### config.mk
export PLATFORM = sky130hd
export DESIGN_NAME = toy_lsu_stq_flat
export DESIGN_NICKNAME = d
export VERILOG_FILES = /design/src/rtl/toy_pack.sv /design/src/rtl/toy_lsu_stq_if.sv /design/src/rtl/toy_lsu_stq_entry.sv /design/src/rtl/toy_lsu_stq.sv /design/src/flat_wrapper.sv
export SDC_FILE = /design/constraint.sdc
export NUM_CORES = 1
export LEC_CHECK = 0
export CORE_AREA = 2 2 294 296
export CTS_BUF_LIST = sky130_fd_sc_hd__clkbuf_8
export DETAILED_ROUTE_END_ITERATION = 8
export DIE_AREA = 0 0 296 298
export PLACE_DENSITY = 0.6
export SYNTH_ARGS = -nofsm -noshare
export SYNTH_HDL_FRONTEND = slang
export SYNTH_SLANG_ARGS = --single-unit
### constraint.sdc
create_clock -name clk -period 6.6 [get_ports clk]
set_input_delay 1.65 -clock clk [delete_from_list [all_inputs] [get_ports clk]]
set_output_delay 1.65 -clock clk [all_outputs]
set_load 0.01 [all_outputs]
### src/rtl/toy_pack.sv
// Shared LSU types: store/bus request payload, bus opcodes, store queue depth.
// Pure declarations, no logic; no latency or backpressure of its own.
package toy_pack;

    localparam int STU_DEPTH = 8;

    typedef enum logic [1:0] {
        TOY_BUS_IDLE   = 2'd0,
        TOY_BUS_READ   = 2'd1,
        TOY_BUS_WRITE  = 2'd2,
        TOY_BUS_ATOMIC = 2'd3
    } toy_bus_op_e;

    typedef struct packed {
        toy_bus_op_e mem_req_opcode;
        logic [31:0] mem_req_addr;
        logic [31:0] mem_req_data;
        logic [3:0]  mem_req_strb;
        logic [3:0]  mem_req_id;
    } agu_pkg;

endpackage

### src/rtl/toy_lsu_stq_if.sv
// Store queue ports: AGU enqueue, ROB commit/cancel, memory drain, hazard view.
// Wires only; flow control is valid/ready on enqueue and drain.
interface toy_lsu_stq_if import toy_pack::*; #(parameter int DEPTH = STU_DEPTH) ();

    localparam int PTR_W = $clog2(DEPTH);

    logic                   cancel_en;
    logic                   s_st_req_vld;
    logic                   s_st_req_rdy;
    agu_pkg                 s_st_req_pld;
    logic                   st_commit_en;
    logic                   m_mem_req_vld;
    logic                   m_mem_req_rdy;
    agu_pkg                 m_mem_req_pld;
    logic [DEPTH-1:0]       v_stq_en;
    agu_pkg [DEPTH-1:0]     v_stq_pld;
    logic [PTR_W-1:0]       stq_wr_ptr;
    logic                   stq_full;
    logic                   stq_empty;

    modport slave (
        input  cancel_en, s_st_req_vld, s_st_req_pld, st_commit_en, m_mem_req_rdy,
        output s_st_req_rdy, m_mem_req_vld, m_mem_req_pld,
        output v_stq_en, v_stq_pld, stq_wr_ptr, stq_full, stq_empty
    );

    modport master (
        output cancel_en, s_st_req_vld, s_st_req_pld, st_commit_en, m_mem_req_rdy,
        input  s_st_req_rdy, m_mem_req_vld, m_mem_req_pld,
        input  v_stq_en, v_stq_pld, stq_wr_ptr, stq_full, stq_empty
    );

endinterface

### src/rtl/toy_lsu_stq_entry.sv
// One store queue slot: valid, committed flag and payload.
// Updates one cycle after its controls; no backpressure, the parent arbitrates.
module toy_lsu_stq_entry import toy_pack::*; (
    input  logic   clk,
    input  logic   rst_n,
    input  logic   set_en,
    input  agu_pkg set_pld,
    input  logic   commit_en,
    input  logic   clear_en,
    input  logic   cancel_en,
    output logic   vld,
    output logic   cmt,
    output agu_pkg pld
);

    logic vld_nxt;
    logic cmt_nxt;

    // Commit is folded in before the cancel test so a same-cycle commit survives.
    always_comb begin
        vld_nxt = vld;
        cmt_nxt = cmt | commit_en;
        if (clear_en) begin
            vld_nxt = 1'b0;
            cmt_nxt = 1'b0;
        end
        if (set_en) begin
            vld_nxt = 1'b1;
            cmt_nxt = 1'b0;
        end
        if (cancel_en && !cmt_nxt) begin
            vld_nxt = 1'b0;
        end
    end

    always_ff @(posedge clk or negedge rst_n) begin
        if (!rst_n) begin
            vld <= 1'b0;
            cmt <= 1'b0;
            pld <= '0;
        end else begin
            vld <= vld_nxt;
            cmt <= cmt_nxt;
            if (set_en) begin
                pld <= set_pld;
            end
        end
    end

endmodule

### src/rtl/toy_lsu_stq.sv
// In-order store queue: buffers AGU stores, drains ROB-committed ones to memory.
// Enqueue visible next cycle; drain valid is registered state, independent of rdy.
// Backpressure: rdy low when full or cancelling; a drain frees a slot only next cycle.
module toy_lsu_stq import toy_pack::*; #(
    parameter int DEPTH = STU_DEPTH
) (
    input logic          clk,
    input logic          rst_n,
    toy_lsu_stq_if.slave bus
);

    localparam int PTR_W = $clog2(DEPTH);
    localparam int CNT_W = PTR_W + 1;

    logic [PTR_W-1:0]   wr_ptr;
    logic [PTR_W-1:0]   cmt_ptr;
    logic [PTR_W-1:0]   rd_ptr;
    logic [CNT_W-1:0]   cnt_all;
    logic [CNT_W-1:0]   cnt_cmt;
    logic [DEPTH-1:0]   ent_vld;
    logic [DEPTH-1:0]   ent_cmt;
    agu_pkg [DEPTH-1:0] ent_pld;
    logic [DEPTH-1:0]   exp_vld;
    logic [DEPTH-1:0]   exp_cmt;

    logic               full;
    logic               enq;
    logic               cmt_ok;
    logic               drain;
    logic [PTR_W-1:0]   cmt_ptr_nxt;
    logic [CNT_W-1:0]   cnt_cmt_nxt;
    agu_pkg             mem_pld;

    assign full                = (cnt_all == CNT_W'(DEPTH));
    assign bus.stq_full        = full;
    assign bus.stq_empty       = (cnt_all == '0);
    assign bus.s_st_req_rdy    = ~full & ~bus.cancel_en;
    assign enq                 = bus.s_st_req_vld & bus.s_st_req_rdy;
    // A commit with nothing left to commit is dropped rather than corrupting cmt_ptr.
    assign cmt_ok              = bus.st_commit_en & (cnt_cmt != cnt_all);
    assign bus.m_mem_req_vld   = ent_vld[rd_ptr] & ent_cmt[rd_ptr];
    assign drain               = bus.m_mem_req_vld & bus.m_mem_req_rdy;
    assign cmt_ptr_nxt         = cmt_ptr + PTR_W'(cmt_ok);
    assign cnt_cmt_nxt         = cnt_cmt + CNT_W'(cmt_ok) - CNT_W'(drain);

    always_comb begin
        mem_pld                = ent_pld[rd_ptr];
        mem_pld.mem_req_opcode = TOY_BUS_WRITE;
    end
    assign bus.m_mem_req_pld   = mem_pld;

    assign bus.v_stq_en        = ent_vld;
    assign bus.v_stq_pld       = ent_pld;
    assign bus.stq_wr_ptr      = wr_ptr;

    for (genvar i = 0; i < DEPTH; i++) begin : g_ent
        logic [PTR_W-1:0] off;

        toy_lsu_stq_entry u_ent (
            .clk       (clk),
            .rst_n     (rst_n),
            .set_en    (enq    & (wr_ptr  == PTR_W'(i))),
            .set_pld   (bus.s_st_req_pld),
            .commit_en (cmt_ok & (cmt_ptr == PTR_W'(i))),
            .clear_en  (drain  & (rd_ptr  == PTR_W'(i))),
            .cancel_en (bus.cancel_en),
            .vld       (ent_vld[i]),
            .cmt       (ent_cmt[i]),
            .pld       (ent_pld[i])
        );

        // Distance from the oldest entry; drives the ordering invariant only.
        assign off        = PTR_W'(i) - rd_ptr;
        assign exp_vld[i] = CNT_W'(off) < cnt_all;
        assign exp_cmt[i] = CNT_W'(off) < cnt_cmt;
    end

    always_ff @(posedge clk or negedge rst_n) begin
        if (!rst_n) begin
            wr_ptr  <= '0;
            cmt_ptr <= '0;
            rd_ptr  <= '0;
            cnt_all <= '0;
            cnt_cmt <= '0;
        end else begin
            rd_ptr  <= rd_ptr + PTR_W'(drain);
            cmt_ptr <= cmt_ptr_nxt;
            cnt_cmt <= cnt_cmt_nxt;
            if (bus.cancel_en) begin
                wr_ptr  <= cmt_ptr_nxt;
                cnt_all <= cnt_cmt_nxt;
            end else begin
                wr_ptr  <= wr_ptr + PTR_W'(enq);
                cnt_all <= cnt_all + CNT_W'(enq) - CNT_W'(drain);
            end
        end
    end

    a_cnt_order: assert property (@(posedge clk) disable iff (!rst_n) cnt_cmt <= cnt_all);
    a_commit_legal: assert property (@(posedge clk) disable iff (!rst_n)
        bus.st_commit_en |-> (cnt_cmt != cnt_all));
    a_contiguous: assert property (@(posedge clk) disable iff (!rst_n)
        (ent_vld == exp_vld) && (ent_cmt == exp_cmt));

endmodule

### src/flat_wrapper.sv
// flat-port wrapper written by rule: the top's interface ports become plain ports
module toy_lsu_stq_flat import toy_pack::*;
#(
    parameter int DEPTH = STU_DEPTH
)
  (clk, rst_n, bus_cancel_en, bus_s_st_req_vld, bus_s_st_req_pld, bus_st_commit_en, bus_m_mem_req_rdy, bus_s_st_req_rdy, bus_m_mem_req_vld, bus_m_mem_req_pld, bus_v_stq_en, bus_v_stq_pld, bus_stq_wr_ptr, bus_stq_full, bus_stq_empty);
  toy_lsu_stq_if #(.DEPTH(DEPTH)) bus_i ();
  input logic clk;
  input logic rst_n;
  input wire logic [$bits(bus_i.cancel_en)-1:0] bus_cancel_en;
  input wire logic [$bits(bus_i.s_st_req_vld)-1:0] bus_s_st_req_vld;
  input wire logic [$bits(bus_i.s_st_req_pld)-1:0] bus_s_st_req_pld;
  input wire logic [$bits(bus_i.st_commit_en)-1:0] bus_st_commit_en;
  input wire logic [$bits(bus_i.m_mem_req_rdy)-1:0] bus_m_mem_req_rdy;
  output wire logic [$bits(bus_i.s_st_req_rdy)-1:0] bus_s_st_req_rdy;
  output wire logic [$bits(bus_i.m_mem_req_vld)-1:0] bus_m_mem_req_vld;
  output wire logic [$bits(bus_i.m_mem_req_pld)-1:0] bus_m_mem_req_pld;
  output wire logic [$bits(bus_i.v_stq_en)-1:0] bus_v_stq_en;
  output wire logic [$bits(bus_i.v_stq_pld)-1:0] bus_v_stq_pld;
  output wire logic [$bits(bus_i.stq_wr_ptr)-1:0] bus_stq_wr_ptr;
  output wire logic [$bits(bus_i.stq_full)-1:0] bus_stq_full;
  output wire logic [$bits(bus_i.stq_empty)-1:0] bus_stq_empty;
  assign bus_i.cancel_en = bus_cancel_en;
  assign bus_i.s_st_req_vld = bus_s_st_req_vld;
  assign bus_i.s_st_req_pld = bus_s_st_req_pld;
  assign bus_i.st_commit_en = bus_st_commit_en;
  assign bus_i.m_mem_req_rdy = bus_m_mem_req_rdy;
  assign bus_s_st_req_rdy = bus_i.s_st_req_rdy;
  assign bus_m_mem_req_vld = bus_i.m_mem_req_vld;
  assign bus_m_mem_req_pld = bus_i.m_mem_req_pld;
  assign bus_v_stq_en = bus_i.v_stq_en;
  assign bus_v_stq_pld = bus_i.v_stq_pld;
  assign bus_stq_wr_ptr = bus_i.stq_wr_ptr;
  assign bus_stq_full = bus_i.stq_full;
  assign bus_stq_empty = bus_i.stq_empty;
  toy_lsu_stq #(.DEPTH(DEPTH)) u_core (.clk(clk), .rst_n(rst_n), .bus(bus_i));
endmodule
# [Word-level counts from Yosys, hierarchy flattened]
# Cells that the tools add are included.
[totals] word_cells=207 out_inout_bits=681 inputBits=80 ff_bits=625
[classes] bitwise_logic=39 addsub=7 muxes=48 n_eq_ne=23 reduce_logical=28 n_lt_le_gt_ge=1
[op_table] cell="binary-select mux 74 bit (select 3 bit)" count=1
[op_table] cell="two-way mux 72 bit" count=1
[op_table] cell="two-way mux 1 bit" count=42
[op_table] cell="== test 3 bit, second input constant" count=12
[op_table] cell="bitwise AND 1 bit" count=29
[op_table] cell="nonzero test 3 bit" count=8
[op_table] cell="== test 3 x 2 -> 1 bit, second input constant" count=6
[op_table] cell="adder 3 x 1 -> 3 bit" count=3
[op_table] cell="== test 3 x 1 -> 1 bit, second input constant" count=3
[op_table] cell="zero test 3 bit" count=3
[op_table] cell="adder 4 x 1 -> 4 bit" count=2
[op_table] cell="logical AND 1 bit" count=8
[op_table] cell="zero test 1 bit" count=8
[op_table] cell="bitwise OR 1 bit" count=8
[op_table] cell="subtractor 4 x 1 -> 4 bit" count=2
[op_table] cell="binary-select mux 1 bit (select 3 bit)" count=2
[op_table] cell="== test 4 bit, second input constant" count=1
[op_table] cell="zero test 4 bit" count=1
[op_table] cell="less-than comparator 3 x 4 -> 1 bit, second input constant" count=1
[op_table] cell="two-way mux 4 bit" count=1
[op_table] cell="inequality test 4 bit" count=1
[op_table] cell="two-way mux 3 bit" count=1
[op_table] cell="NOT 1 bit" count=2

# [Longest topological paths before layout]
[depth] word_depth=10 ltp_mapped=15 mapped_depth_nobuf=12

# [Modules after synthesis]
# A second synthesis with hierarchy kept.
[hier_totals] hier_cells=1698 hier_area_um2=28673.8
[by_module_without_submodules] mod="toy_lsu_stq_entry" n_inst=8 cells_each=162 seq_area_each_um2=1901.8 area_each_um2=2832.7
[by_module_without_submodules] mod="toy_lsu_stq" n_inst=1 cells_each=402 seq_area_each_um2=425.4 area_each_um2=6012.0

# [Worst setup path after synthesis]
# OpenSTA, ideal clock, no wires.
[synth_path] kind="input port to output port" startpoint="input bus_cancel_en" endpoint="output bus_s_st_req_rdy" path_buffers=1 path_stages=2 t_required_ns=4.950 slack_ns=2.940 arrival_time_ns=2.010 path_cell_list="buf_2 nor2_1"
[synth_between] elab_chain_cells=2
[synth_rtl] item="start: declaration" line="flat_wrapper.sv:10" text="input wire logic [$bits(bus_i.cancel_en)-1:0] bus_cancel_en;"
[synth_rtl] item="NOT 1 bit" line="toy_lsu_stq.sv:37" text="assign bus.s_st_req_rdy = ~full & ~bus.cancel_en;"
[synth_rtl] item="bitwise AND 1 bit" line="toy_lsu_stq.sv:37"
[synth_rtl] item="end: declaration" line="flat_wrapper.sv:15" text="output wire logic [$bits(bus_i.s_st_req_rdy)-1:0] bus_s_st_req_rdy;"
# No other way between the ends.

# [Worst setup path after layout]
[layout_path] startpoint="register u_core.rd_ptr[0]" endpoint="output bus_m_mem_req_pld[58]"
[layout_between] elab_chain_cells=2
[layout_rtl] item="start: declaration" line="toy_lsu_stq.sv:17" text="logic [PTR_W-1:0] rd_ptr;"
[layout_rtl] item="start signal: assignment" line="toy_lsu_stq.sv:86" text="rd_ptr <= rd_ptr + PTR_W'(drain);"
[layout_rtl] item="binary-select mux 74 bit (select 3 bit)" line="toy_lsu_stq.sv:47" text="mem_pld = ent_pld[rd_ptr];"
[layout_rtl] item="two-way mux 72 bit (not written as such)" line="toy_lsu_stq.sv:47"
[layout_rtl] item="end: declaration" line="flat_wrapper.sv:17" text="output wire logic [$bits(bus_i.m_mem_req_pld)-1:0] bus_m_mem_req_pld;"
# No other way between the ends. The select of a mux whose other input is x is not followed.

==> metrics.yaml <==
final_cell_mix: "clkdlybuf4s50_1 (757), mux2_2 (625), dfrtp_1 (622), mux4_2 (144), clkbuf_8 (137)"
htreeDepth: 3
rsz0062_at_grt: "false"
async_flop_share_pct: 100
r2r_setup_slack_ns: 2.54
yosysUniqueCellTypes: 42
hold-path-cell-count: 1
power.density_nw_per_um2: 591
place_inst: 3524
cts.sinks: 625
path_clk_slew_ns: 0.06
first_pass_iters: 4
synth-seq-area-share_pct: 55.4
crit_path_top_delay_cell: "dfrtp_4"
antenna_found_initial: 6
r2r_start: "u_core.rd_ptr[1]"
setup_slack_ns: 1.28
first_global_vias: 20530
regArea_sq_um: 15700
clk_path_buf_depth: 3
cp-end-kind: "output pin"
status: "finished, final reports clean"
syn_inst: 1716
hold_viol_final: 0
dr.first_iter.drc_count: 733
ioPinCount: 761
die_w_um: 296
leakagePower_nw: 16.6
crit_arrival_ns: 3.67
critPathRequiredTime_ns: 4.95
min_path_type: "reg -> reg"
worstMarginPinSlew_ns: 1.14
syn_area_per_cell_sq_um: 16.4
final_common_cell: "clkdlybuf4s50_1"
fillCellCount: 7559
post_cts_buffers: 0
place_ws_ns: 1.43
drv_cap: 0
r2r_cells: 13
wl_per_cell_um: 27.0
finalMaxSlewViolations: 0
max_freq_mhz: 188
setup-violations-final: 0
finalCritPeriodShare_pct: 80.7
fin_nets: 2590
start_kind: "flop"
dp_hpwl_um: 67600
grt_pass1_wl_um: 147000
hold_start: "u_core.g_ent[2].u_ent.pld[72]"
total_power_mw: 23.2
drt-total-wl_um: 100000
start_util_pct: 33.2
root_buffer: "clkbuf_8"
drc: 0
final_cell_count_no_fill: 3714
slew_headroom_pct: 24.2
die-area_sq_um: 88200
io_buffers: 758
synth_edf_count: 0
crit_fanout: 32
fin_skew_ns: 0.0324
syn_nets: 1814
tritoncts: "yes"
max_stage_delay_ns: 0.90
grt_start_max_net_pins: 172
drtAntennaViolNets: 0
area_growth_pct: 39.0
insertion_delay_ns: 0.71
path_class: "reg -> out"
ys_ff_latch: 625
post_cts_resized: 0
vdd_ir_drop_max_v: 0.000364
core_sq_um: 84900
synth_area_sq_um: 28200
holdWs_ns: 0.509
die_height_um: 298
routed_via_density: 5.08
final.min_clock_period_ns: 5.32
place.gp.congestion: 0.824
grt.total_usage_pct: 22.5
cts_made_buffers: 110
finalSetupTns_ns: 0
ctsHoldBuffers: 0
placementRows: 107
ys.flop_type: "dfrtp_1"
drive_above_1_share_pct: 39.3
cp_cell_sequence: "buf_4, mux4_2, mux2_2, clkdlybuf4s50_1"
min_to: "u_core.g_ent[2].u_ent.pld[72]"
yosysWarnings: 0
grt_overflow: 0
reg2reg_to: "u_core.cnt_all[2]"
vias: 18861
multi_input_area_sq_um: 11900
==> final cells by class <==
cell class,count,area share [%]
well taps,1144,3.65
diodes,2,0.0128
clock buffers,137,4.81
clock inverters,51,0.935
flip-flops and latches,625,39.9
multi-input cells,948,30.4
inverters,19,0.182
repair buffers,788,20.2
==> kinds of logic after synthesis <==
kind of cell	Yosys count	share of synthesized area (%)
compound gates	47	1.02
xor+xnor	12	0.372
fa+ha+maj	18	0.851
buf+inv	143	2.51
flops	625	55.4
mux	813	38.7
other cells	2	0.0266
simple gates	56	1.10
==> Yosys cell counts (2+ instances only) <==
master      n  share of area [%]
mux2_2    625                 25
nand2_1     8               0.11
dfrtp_1   625                 55
inv_1      19               0.25
and2_1      2              0.044
o21ai_0     9               0.16
fa_1        2               0.14
conb_1      2              0.027
a31oi_1     3              0.067
clkbuf_1   29               0.39
xor2_1      4               0.12
or3_1       2              0.044
a21boi_0    3              0.080
mux2_1      5               0.20
a21oi_1    21               0.37
buf_1      14               0.19
mux2_4     38                2.0
a311oi_1    2              0.062
a41oi_1     3              0.093
and3_1      3              0.067
buf_4      15               0.40
buf_6       5               0.20
nor2b_1     5               0.11
nor2_1     10               0.13
nand3b_1    2              0.053
a21o_1      2              0.053
xnor2_1     8               0.25
ha_1       16               0.71
nand2b_1    4              0.089
nor3_1      5              0.089
mux4_2    144                 11
nand3_1     9               0.16
a41o_1      3               0.11
buf_2      61                1.1
==> flip-flops by register name, indices dropped and copies added (netlist names) <==
signal and flops:
u_core.g_ent.u_ent.cmt 8, u_core.g_ent.u_ent.pld 592, u_core.g_ent.u_ent.vld 8, u_core.cnt_all 4
u_core.bus.stq_wr_ptr 3, u_core.rd_ptr 3, u_core.cmt_ptr 3, u_core.cnt_cmt 4
==> per-stage QoR <==
stage               instance area (sq um)  util [%]
floorplan                           28200         -
global placement                    37000      43.6
detailed placement                  37000      43.6
CTS                                 39200      46.2
global route                        39200      46.2
finish                              39200      46.2
==> layer usage <==
layer | vias up | global-route usage, % | routed length, um
met5 | - | 0 | 39
met4 | 6 | 6.83 | 2920
met3 | 159 | 8.81 | 9440
met2 | 713 | 38.2 | 50000
met1 | 10016 | 26.0 | 37900
li1 | 7967 | - | -
==> worst max path at each step <==
stage                           from                     to  slack (ns)  cells past startpoint
global route        u_core.rd_ptr[0]  bus_m_mem_req_pld[58]        1.03                      4
floorplan              bus_cancel_en       bus_s_st_req_rdy        2.94                      2
finish              u_core.rd_ptr[0]  bus_m_mem_req_pld[58]        1.28                      4
detailed placement     bus_cancel_en       bus_s_st_req_rdy        1.43                      3
CTS                 u_core.rd_ptr[0]  bus_m_mem_req_pld[58]        1.13                      4
global placement       bus_cancel_en       bus_s_st_req_rdy        1.44                      3
==> worst max-delay path: cells and delay by family (launching register included) <==
kind,cells,cell delay [ns]
buf+inv,2,1.13
mux,2,0.86
flops,1,0.90
==> power by group <==
group	internal, mW	switching [mW]	leakage, nW
Combinational	7.23	4.75	7.57
Clock	2.02	1.66	1.27
Sequential	5.68	1.83	7.74
Power figures use the tool's default switching activity.
